==> config.mk <==
export PLATFORM = sky130hd
export DESIGN_NAME = checker_memory_arbiter
export DESIGN_NICKNAME = d
export VERILOG_FILES = /design/src/rtl/checker_memory_arbiter.sv
export SDC_FILE = /design/constraint.sdc
export NUM_CORES = 1
export LEC_CHECK = 0
export BUFFER_PORTS_ARGS = -buffer_cell sky130_fd_sc_hd__buf_2
export CORE_MARGIN = 4
export CORE_UTILIZATION = 46
export CTS_CLUSTER_DIAMETER = 100
export DETAILED_ROUTE_END_ITERATION = 10
export GPL_TIMING_DRIVEN = 0
export PLACE_DENSITY = 0.8
export SKIP_CTS_REPAIR_TIMING = 1
export SYNTH_ARGS = -nofsm -noshare
export SYNTH_HDL_FRONTEND = slang
export SYNTH_SLANG_ARGS = --single-unit
==> constraint.sdc <==
create_clock -name sys_clk -period 1.84 [get_ports sys_clk]
set_input_delay 0.184 -clock sys_clk [delete_from_list [all_inputs] [get_ports sys_clk]]
set_output_delay 0.184 -clock sys_clk [all_outputs]
set_load 0.01 [all_outputs]
==> src/rtl/checker_memory_arbiter.sv <==
// Round-robin two-requester controller for port A of the checker's byte-lane memory.
// Optional macro CHECKER_MEM_ARB_LOCK_EN adds m0_lock/m1_lock for atomic read-modify-write.
module checker_memory_arbiter (
    input  logic        sys_clk,
    input  logic        sys_rst_n,
`ifdef CHECKER_MEM_ARB_LOCK_EN
    input  logic        m0_lock,
    input  logic        m1_lock,
`endif
    input  logic        m0_req,
    input  logic        m0_we,
    input  logic [3:0]  m0_sel,
    input  logic [11:0] m0_adr,
    input  logic [31:0] m0_dat_w,
    output logic        m0_ack,
    output logic [31:0] m0_dat_r,
    input  logic        m1_req,
    input  logic        m1_we,
    input  logic [3:0]  m1_sel,
    input  logic [11:0] m1_adr,
    input  logic [31:0] m1_dat_w,
    output logic        m1_ack,
    output logic [31:0] m1_dat_r,
    output logic [15:0] mem_adr,
    output logic [3:0]  mem_we,
    output logic [31:0] mem_di,
    input  logic [31:0] mem_do
);

    typedef enum logic [2:0] {
        S_IDLE,
        S_WRITE,
        S_READ,
        S_RWAIT,
        S_ACK
    } state_t;

    state_t      r_state;
    logic        r_ptr;
    logic        r_gnt;
    logic [3:0]  r_mask;

    logic [1:0]  w_req;
    logic        w_gnt;
    logic        w_we;
    logic [3:0]  w_sel;
    logic [11:0] w_adr;
    logic [31:0] w_dat;
    logic [3:0]  w_sel_low;
    logic [3:0]  w_mask_low;
    logic        w_ptr_hold;

    function automatic logic [3:0] lowest_bit(input logic [3:0] mask);
        return mask & (~mask + 4'd1);
    endfunction

`ifdef CHECKER_MEM_ARB_LOCK_EN
    logic r_locked;
    logic r_lock_id;
    logic w_lock;

    assign w_lock     = r_gnt ? m1_lock : m0_lock;
    assign w_ptr_hold = r_locked;

    // Lock is sampled in ACK so it takes effect on the very next IDLE.
    always_ff @(posedge sys_clk or negedge sys_rst_n) begin
        if (!sys_rst_n) begin
            r_locked  <= 1'b0;
            r_lock_id <= 1'b0;
        end else if (r_state == S_ACK) begin
            r_locked  <= w_lock;
            r_lock_id <= r_gnt;
        end
    end
`else
    assign w_ptr_hold = 1'b0;
`endif

    always_comb begin
        // NOTE: every always_comb output gets a default first so no path can infer a latch.
        w_req = {m1_req, m0_req};
`ifdef CHECKER_MEM_ARB_LOCK_EN
        if (r_locked) begin
            w_req = r_lock_id ? {m1_req, 1'b0} : {1'b0, m0_req};
        end
`endif
        w_gnt = (w_req == 2'b11) ? r_ptr : w_req[1];
    end

    assign w_we       = w_gnt ? m1_we    : m0_we;
    assign w_sel      = w_gnt ? m1_sel   : m0_sel;
    assign w_adr      = w_gnt ? m1_adr   : m0_adr;
    assign w_dat      = w_gnt ? m1_dat_w : m0_dat_w;
    assign w_sel_low  = lowest_bit(w_sel);
    assign w_mask_low = lowest_bit(r_mask);

    always_ff @(posedge sys_clk or negedge sys_rst_n) begin
        if (!sys_rst_n) begin
            r_state  <= S_IDLE;
            r_ptr    <= 1'b0;
            r_gnt    <= 1'b0;
            r_mask   <= 4'b0000;
            mem_we   <= 4'b0000;
            mem_adr  <= 16'h0000;
            mem_di   <= 32'h0;
            m0_ack   <= 1'b0;
            m1_ack   <= 1'b0;
            m0_dat_r <= 32'h0;
            m1_dat_r <= 32'h0;
        end else begin
            // NOTE: sequential state uses non-blocking assignments so every register sees pre-edge values.
            m0_ack <= 1'b0;
            m1_ack <= 1'b0;
            case (r_state)
                S_IDLE: begin
                    if (|w_req) begin
                        r_gnt   <= w_gnt;
                        if (!w_ptr_hold) begin
                            r_ptr <= ~w_gnt;
                        end
                        mem_adr <= {1'b0, w_adr, 3'b000};
                        mem_di  <= w_dat;
                        if (w_we) begin
                            // First lane strobe is issued in the cycle right after the grant.
                            mem_we  <= w_sel_low;
                            r_mask  <= w_sel & ~w_sel_low;
                            r_state <= S_WRITE;
                        end else begin
                            r_state <= S_READ;
                        end
                    end
                end
                S_WRITE: begin
                    if (|r_mask) begin
                        mem_we <= w_mask_low;
                        r_mask <= r_mask & ~w_mask_low;
                    end else begin
                        mem_we  <= 4'b0000;
                        r_state <= S_ACK;
                        if (r_gnt) begin
                            m1_ack <= 1'b1;
                        end else begin
                            m0_ack <= 1'b1;
                        end
                    end
                end
                S_READ: begin
                    r_state <= S_RWAIT;
                end
                S_RWAIT: begin
                    r_state <= S_ACK;
                    if (r_gnt) begin
                        m1_dat_r <= mem_do;
                        m1_ack   <= 1'b1;
                    end else begin
                        m0_dat_r <= mem_do;
                        m0_ack   <= 1'b1;
                    end
                end
                S_ACK: begin
                    r_state <= S_IDLE;
                end
                default: begin
                    r_state <= S_IDLE;
                end
            endcase
        end
    end

endmodule

## Word level (Yosys, flattened, before mapping)

Index checks and enable logic that the tools add are counted.

| word-level totals | value |
|---|---|
| word-level logic and storage cells | 64 |
| output and inout port bits | 118 |
| bits of input ports | 134 |
| register bits after elaboration | 123 |

| operators by class | value |
|---|---|
| bitwise logic cells | 10 |
| equality and inequality tests | 8 |
| add/subtract/negate cells | 2 |
| reductions and logical operators | 10 |
| mux-type cells | 23 |

Operators with widths:

| cell | count |
|---|---|
| $mux 32 | 1 |
| $mux 4 | 7 |
| $and 4x4->4 | 4 |
| $not 4->4 | 4 |
| $pmux 4 s2 | 2 |
| $mux 12 | 1 |
| $pmux 3 s4 | 1 |
| $add 4x1->4 const B | 2 |
| $ne 2x2->1 const B | 4 |
| $reduce_and 2->1 | 4 |
| $eq 3x2->1 const B | 2 |
| $mux 1 | 6 |
| $mux 3 | 2 |
| $pmux 1 s2 | 2 |
| $reduce_and 4->1 | 1 |
| $reduce_or 4->1 | 1 |
| $eq 3x1->1 const B | 1 |
| $logic_not 3->1 | 1 |
| $reduce_and 3->1 | 1 |
| $eq 2x2->1 const B | 1 |
| $mux 2 | 1 |
| $not 1->1 | 2 |
| $reduce_bool 2->1 | 1 |
| $reduce_or 2->1 | 1 |

## Depth between registers and ports, before layout

| depth | value |
|---|---|
| depth after elaboration | 11 |
| gate-level depth with buffers | 7 |
| depth with buffers taken out | 5 |

## Worst setup path before layout

Ideal clock, no wire load.

| timing path | value |
|---|---|
| path kind | flip-flop to flip-flop |
| start | reg r_ptr |
| end | reg mem_we[3] |
| buffers on the path | 0 |
| data required time | 1.715 ns |
| path slack | 0.281 ns |
| cell stages (with the launch flop) | 6 |
| arrival time | 1.435 ns |
| period minus slack after synthesis | 1.559 ns |
| setup time | 0.125 ns |
| cells stage by stage | dfrtp_1 nand2b_4 nand2_4 mux2_4 a32o_1 mux2_2 |

| between the ends | value |
|---|---|
| word-level cells in the longest chain between the ends | 8 |
| elaborated cells on any way between the ends | 11 |
| classes of those cells | 1 x add/sub; 1 x eq/ne; 6 x mux; 2 x bitwise; 1 x reduce/logical |

RTL lines:

| element | line | source |
|---|---|---|
| start, declared | 39 | `logic r_ptr;` |
| start signal, assigned | 119 | `r_ptr <= ~w_gnt;` |
| $mux 1 (*) | 87 | `w_gnt = (w_req == 2'b11) ? r_ptr : w_req[1];` |
| $mux 4 | 91 | `assign w_sel = w_gnt ? m1_sel : m0_sel;` |
| $not 4->4 | 54 | `return mask & (~mask + 4'd1);` |
| $add 4x1->4 | 54 |  |
| $and 4x4->4 | 54 |  |
| $mux 4 | 123 | `if (w_we) begin` |
| $mux 4 | 116 | `if (\|w_req) begin` |
| $pmux 4 s2 | 114 | `case (r_state)` |
| end signal, assigned | 125 | `mem_we <= w_sel_low;` |
| end signal, assigned | 135 | `mem_we <= w_mask_low;` |
| end, declared | 25 | `output logic [3:0] mem_we,` |

Mark *: on every way between the ends. The rest lies on a longest branch, timed or not. The select of a mux whose other input is x is not followed.
A chain may end at the register's enable or synchronous reset.

## Final worst setup path

| timing path | value |
|---|---|
| start | reg r_ptr |
| end | reg mem_di[11] |

| between the ends | value |
|---|---|
| word-level cells in the longest chain between the ends | 2 |

RTL lines:

| element | line | source |
|---|---|---|
| $mux 1 | 87 |  |
| $mux 32 | 93 | `assign w_dat = w_gnt ? m1_dat_w : m0_dat_w;` |
| end signal, assigned | 122 | `mem_di <= w_dat;` |
| end, declared | 26 | `output logic [31:0] mem_di,` |

No other way between the ends.

==> metrics.md <==
| Metric | Value |
|---|---|
| Crit path capture type | `flop` |
| Core area | `roughly 11000 µm²` |
| WL per Instance | `between 15 and 20 µm` |
| # IOs | `252` |
| Die H | `114 µm` |
| Effective utilization at floorplan | `0.474` |
| Number of cells in the design after placement | `between 800 and 900` |
| Clock tree buffer depth | `2` |
| Ys async rst share | `1.00` |
| Fin. max-slew vios | `0` |
| Rows | `38` |
| Largest net degree at the start of global routing | `71` |
| Pint | `between 8000 and 9000 µW` |
| Final Critical Period | `~1700 ps` |
| Post-route ant nets | `0` |
| Largest family of logic cells by synthesized area | `simple AND/OR/NAND/NOR gates` |
| Final setup viols | `0` |
| GR Util All Layers | `0.223` |
| Vias in the first global route | `around 4700` |
| YS warnings | `0` |
| Prevailing post-synth register cell | `dfrtp_1` |
| Failing checks | `negative hold slack` |
| WP data required | `2170 ps` |
| Clock latency on the worst-skew pair | `~400 ps` |
| # H-tree levels | `4` |
| Critical Path Fanout Max | `10` |
| Clk pwr share | `0.274` |
| Psw | `between 4000 and 5000 µW` |
| CTS buffer count | `17` |
| Simple-gate portion of the synthesized area | `0.202` |
| Worst Skew | `roughly 7.9 ps` |
| P_leak | `0.00389 µW` |
| Max-cap viol count | `0` |
| DRT Pass-1 Iters | `7` |
| Worst Setup Path Type | `reg -> reg` |
| Critical path arrival | `approximately 2000 ps` |
| Outcome | `finished with violations` |
| Register area share after synthesis | `0.586` |
| Finished Core Util | `0.688` |
| Cell Area, Synth | `5210 µm²` |
| Sequential power share | `0.355` |
| Initial antenna violation count | `0` |
| Routability cong. | `around 0.88` |
| Final std cells w/o fill | `912` |
| VDD IR-drop max | `0.00102 V` |
| Slew HR | `0.664` |
| Min-Delay Path Class | `in -> reg` |
| Compound-Gate Fraction of Synth Area | `0.0247` |
| Syn Area/Cell | `between 10 and 15 µm²` |
| Gate power share | `0.371` |
| 1st-iter DRT viols | `around 280` |
| Fin crit share | `0.929` |
| Hold Vio Cnt, Final | `4` |
| Layout net count | `around 890` |
| First-pass GRT wire length | `between 20000 and 25000 µm` |
| Clk sink count | `around 120` |
| Root Driver | `clkbuf_16` |
| Port bufs | `~250` |
| GRT Residual Overflow | `0` |
| P per Cell Area | `around 1700 nW/µm²` |
| Xor/xnor share of the synthesized area | `0` |
| Hold WS | `-14.0 ps` |
| Post-synthesis cell count | `465` |
| Area delta synth->final | `45.2%` |
| Net Sw Frac | `0.348` |
| Antenna diodes | `0` |
| Unique masters post-synth | `a little over 40` |
| Worst Max-Slew Pin Slew | `about 500 ps` |
| FF+latch count, synth | `~120` |
| Max Freq | `between 0.5 and 0.6 GHz` |
| Die width | `114 µm` |
| Clock-pin slew on the worst setup and hold paths | `roughly 60 ps` |
| Multiplexer share of the synthesized area | `0.146` |
| Share of layout cells above drive strength 1 | `0.453` |
| Via count | `4717` |
| CP startpoint kind | `flop` |
| Total die area | `between 10000 and 15000 µm²` |
| CTS tree | `done` |
| Filler cells | `822` |
| EDFF count, synth | `0` |
| # DRC | `0` |
| Total length of routed wires | `approximately 15000 µm` |
| Drt via density | `between 5 and 6` |
| Hpwl dp | `11100 µm` |
| Synth Area in Adders | `0` |
-- area by class of cell --
class                      instances  area, µm²  area share
buffer                            33        200      0.0265
sequential                       122       3050       0.404
multi-input combinational        311       1960       0.259
clock buffer                      20        467      0.0617
inverter                           2       7.51    0.000993
tap                              140        175      0.0232
timing repair buffer             272       1520       0.200
clock inverter                    12        185      0.0245
-- critical path, stage by stage, from the launching register on --
cell      delay [ps]
dfrtp_1          380
nand2b_4         170
nand2_4          150
buf_2            290
buf_1            370
nand3_1          160
nand3_1          120
-- flip-flops by register name, indices dropped and copies added, names as in the netlist --
name / cells
r_ptr: 1
mem_adr: 12
r_state: 3
r_gnt: 1
mem_we: 4
mem_di: 32
m0_ack: 1
r_mask: 3
m1_ack: 1
m1_dat_r: 32
m0_dat_r: 32
-- path summary, 6_finish.rpt --
kind,end,cells after the start,from,slack [ps]
max,mem_di[11],6,r_ptr,130
min,mem_di[2],3,m1_dat_w[2],-10
max reg2reg,mem_di[11],6,r_ptr,130
min reg2reg,m0_dat_r[2],1,m0_dat_r[2],480
max in group asynchronous,mem_adr[5],3,sys_rst_n,820
min in group asynchronous,m1_dat_r[22],2,sys_rst_n,310
-- cell usage after synthesis, types with 2 or more instances --
master / count / share of area
a311oi_1: 2 / 0.0034
and2_1: 2 / 0.0024
and3_1: 3 / 0.0036
buf_1: 4 / 0.0029
buf_2: 16 / 0.015
buf_4: 11 / 0.016
buf_6: 2 / 0.0043
dfrtp_1: 122 / 0.59
inv_1: 2 / 0.0014
mux2_1: 33 / 0.071
mux2_2: 32 / 0.069
mux2_4: 2 / 0.0058
nand2_1: 92 / 0.066
nand2_4: 2 / 0.0043
nand3_1: 91 / 0.087
nand3b_1: 3 / 0.0043
nor2_1: 12 / 0.0086
nor3_1: 6 / 0.0058
o21ai_0: 6 / 0.0058
-- routing by layer --
metal	GRT usage	part of all wire	vias to the layer above
li1	-	-	2183
met1	0.264	0.38	2253
met2	0.395	0.51	261
met3	0.0592	0.094	20
met4	0.0681	0.014	0
met5	0	0	-
-- power groups by stage --
stage          clock network [µW]  registers (µW)  logic [µW]
3_3_place_gp                    0            4630        4730
3_5_place_dp                    0            4710        4890
6_report                     3620            4700        4900
4_1_cts                      3670            4690        4910
2_1_floorplan                   0            5250        2190
5_1_grt                      3790            4850        5400
-- cells by family (layout without fill, tap and decap cells) --
family / count (synthesis) / after routing
flip-flops: 122 / 122
multiplexers: 67 / 67
buffers and inverters: 35 / 339
other: 1 / 4
AND/OR/NAND/NOR: 222 / 222
AO/OA/AOI/OAI: 18 / 18
-- metrics by stage --
| step | setup TNS [ps] | worst slack (ps) | total power, µW | cell area, µm² |
|---|---|---|---|---|
| global placement | -98120 | -813 | 9360 | 6630 |
| global route | -54.2 | -21.4 | 14000 | 7560 |
| CTS | 0 | 112 | 13300 | 7310 |
| detailed placement | 0 | 127 | 9600 | 6660 |
| finish | 0 | 131 | 13200 | 7560 |
| floorplan | 0 | 281 | 7440 | 5220 |
-- cell usage in the layout, fill, tap and decap left out, types with 2 or more instances in the layout --
| cell type | Yosys | routed |
|---|---|---|
| buf_2 | 16 | 261 |
| dfrtp_1 | 122 | 122 |
| nand2_1 | 92 | 92 |
| nand3_1 | 91 | 91 |
| mux2_1 | 33 | 33 |
| mux2_2 | 32 | 32 |
| dlygate4sd3_1 | 0 | 25 |
| clkbuf_16 | 0 | 17 |
| nor2_1 | 12 | 12 |
| buf_4 | 11 | 11 |
| nor3_1 | 6 | 6 |
| o21ai_0 | 6 | 6 |
| buf_1 | 4 | 4 |
| conb_1 | 1 | 4 |
| bufinv_16 | 0 | 4 |
| and3_1 | 3 | 3 |
| buf_6 | 2 | 3 |
| nand3b_1 | 3 | 3 |
| clkbuf_8 | 0 | 3 |
| inv_6 | 0 | 3 |
| clkinv_4 | 0 | 3 |
| inv_1 | 2 | 2 |
| nand2_4 | 2 | 2 |
| and2_1 | 2 | 2 |
| mux2_4 | 2 | 2 |
| a311oi_1 | 2 | 2 |
Power figures use the tool's default switching activity.
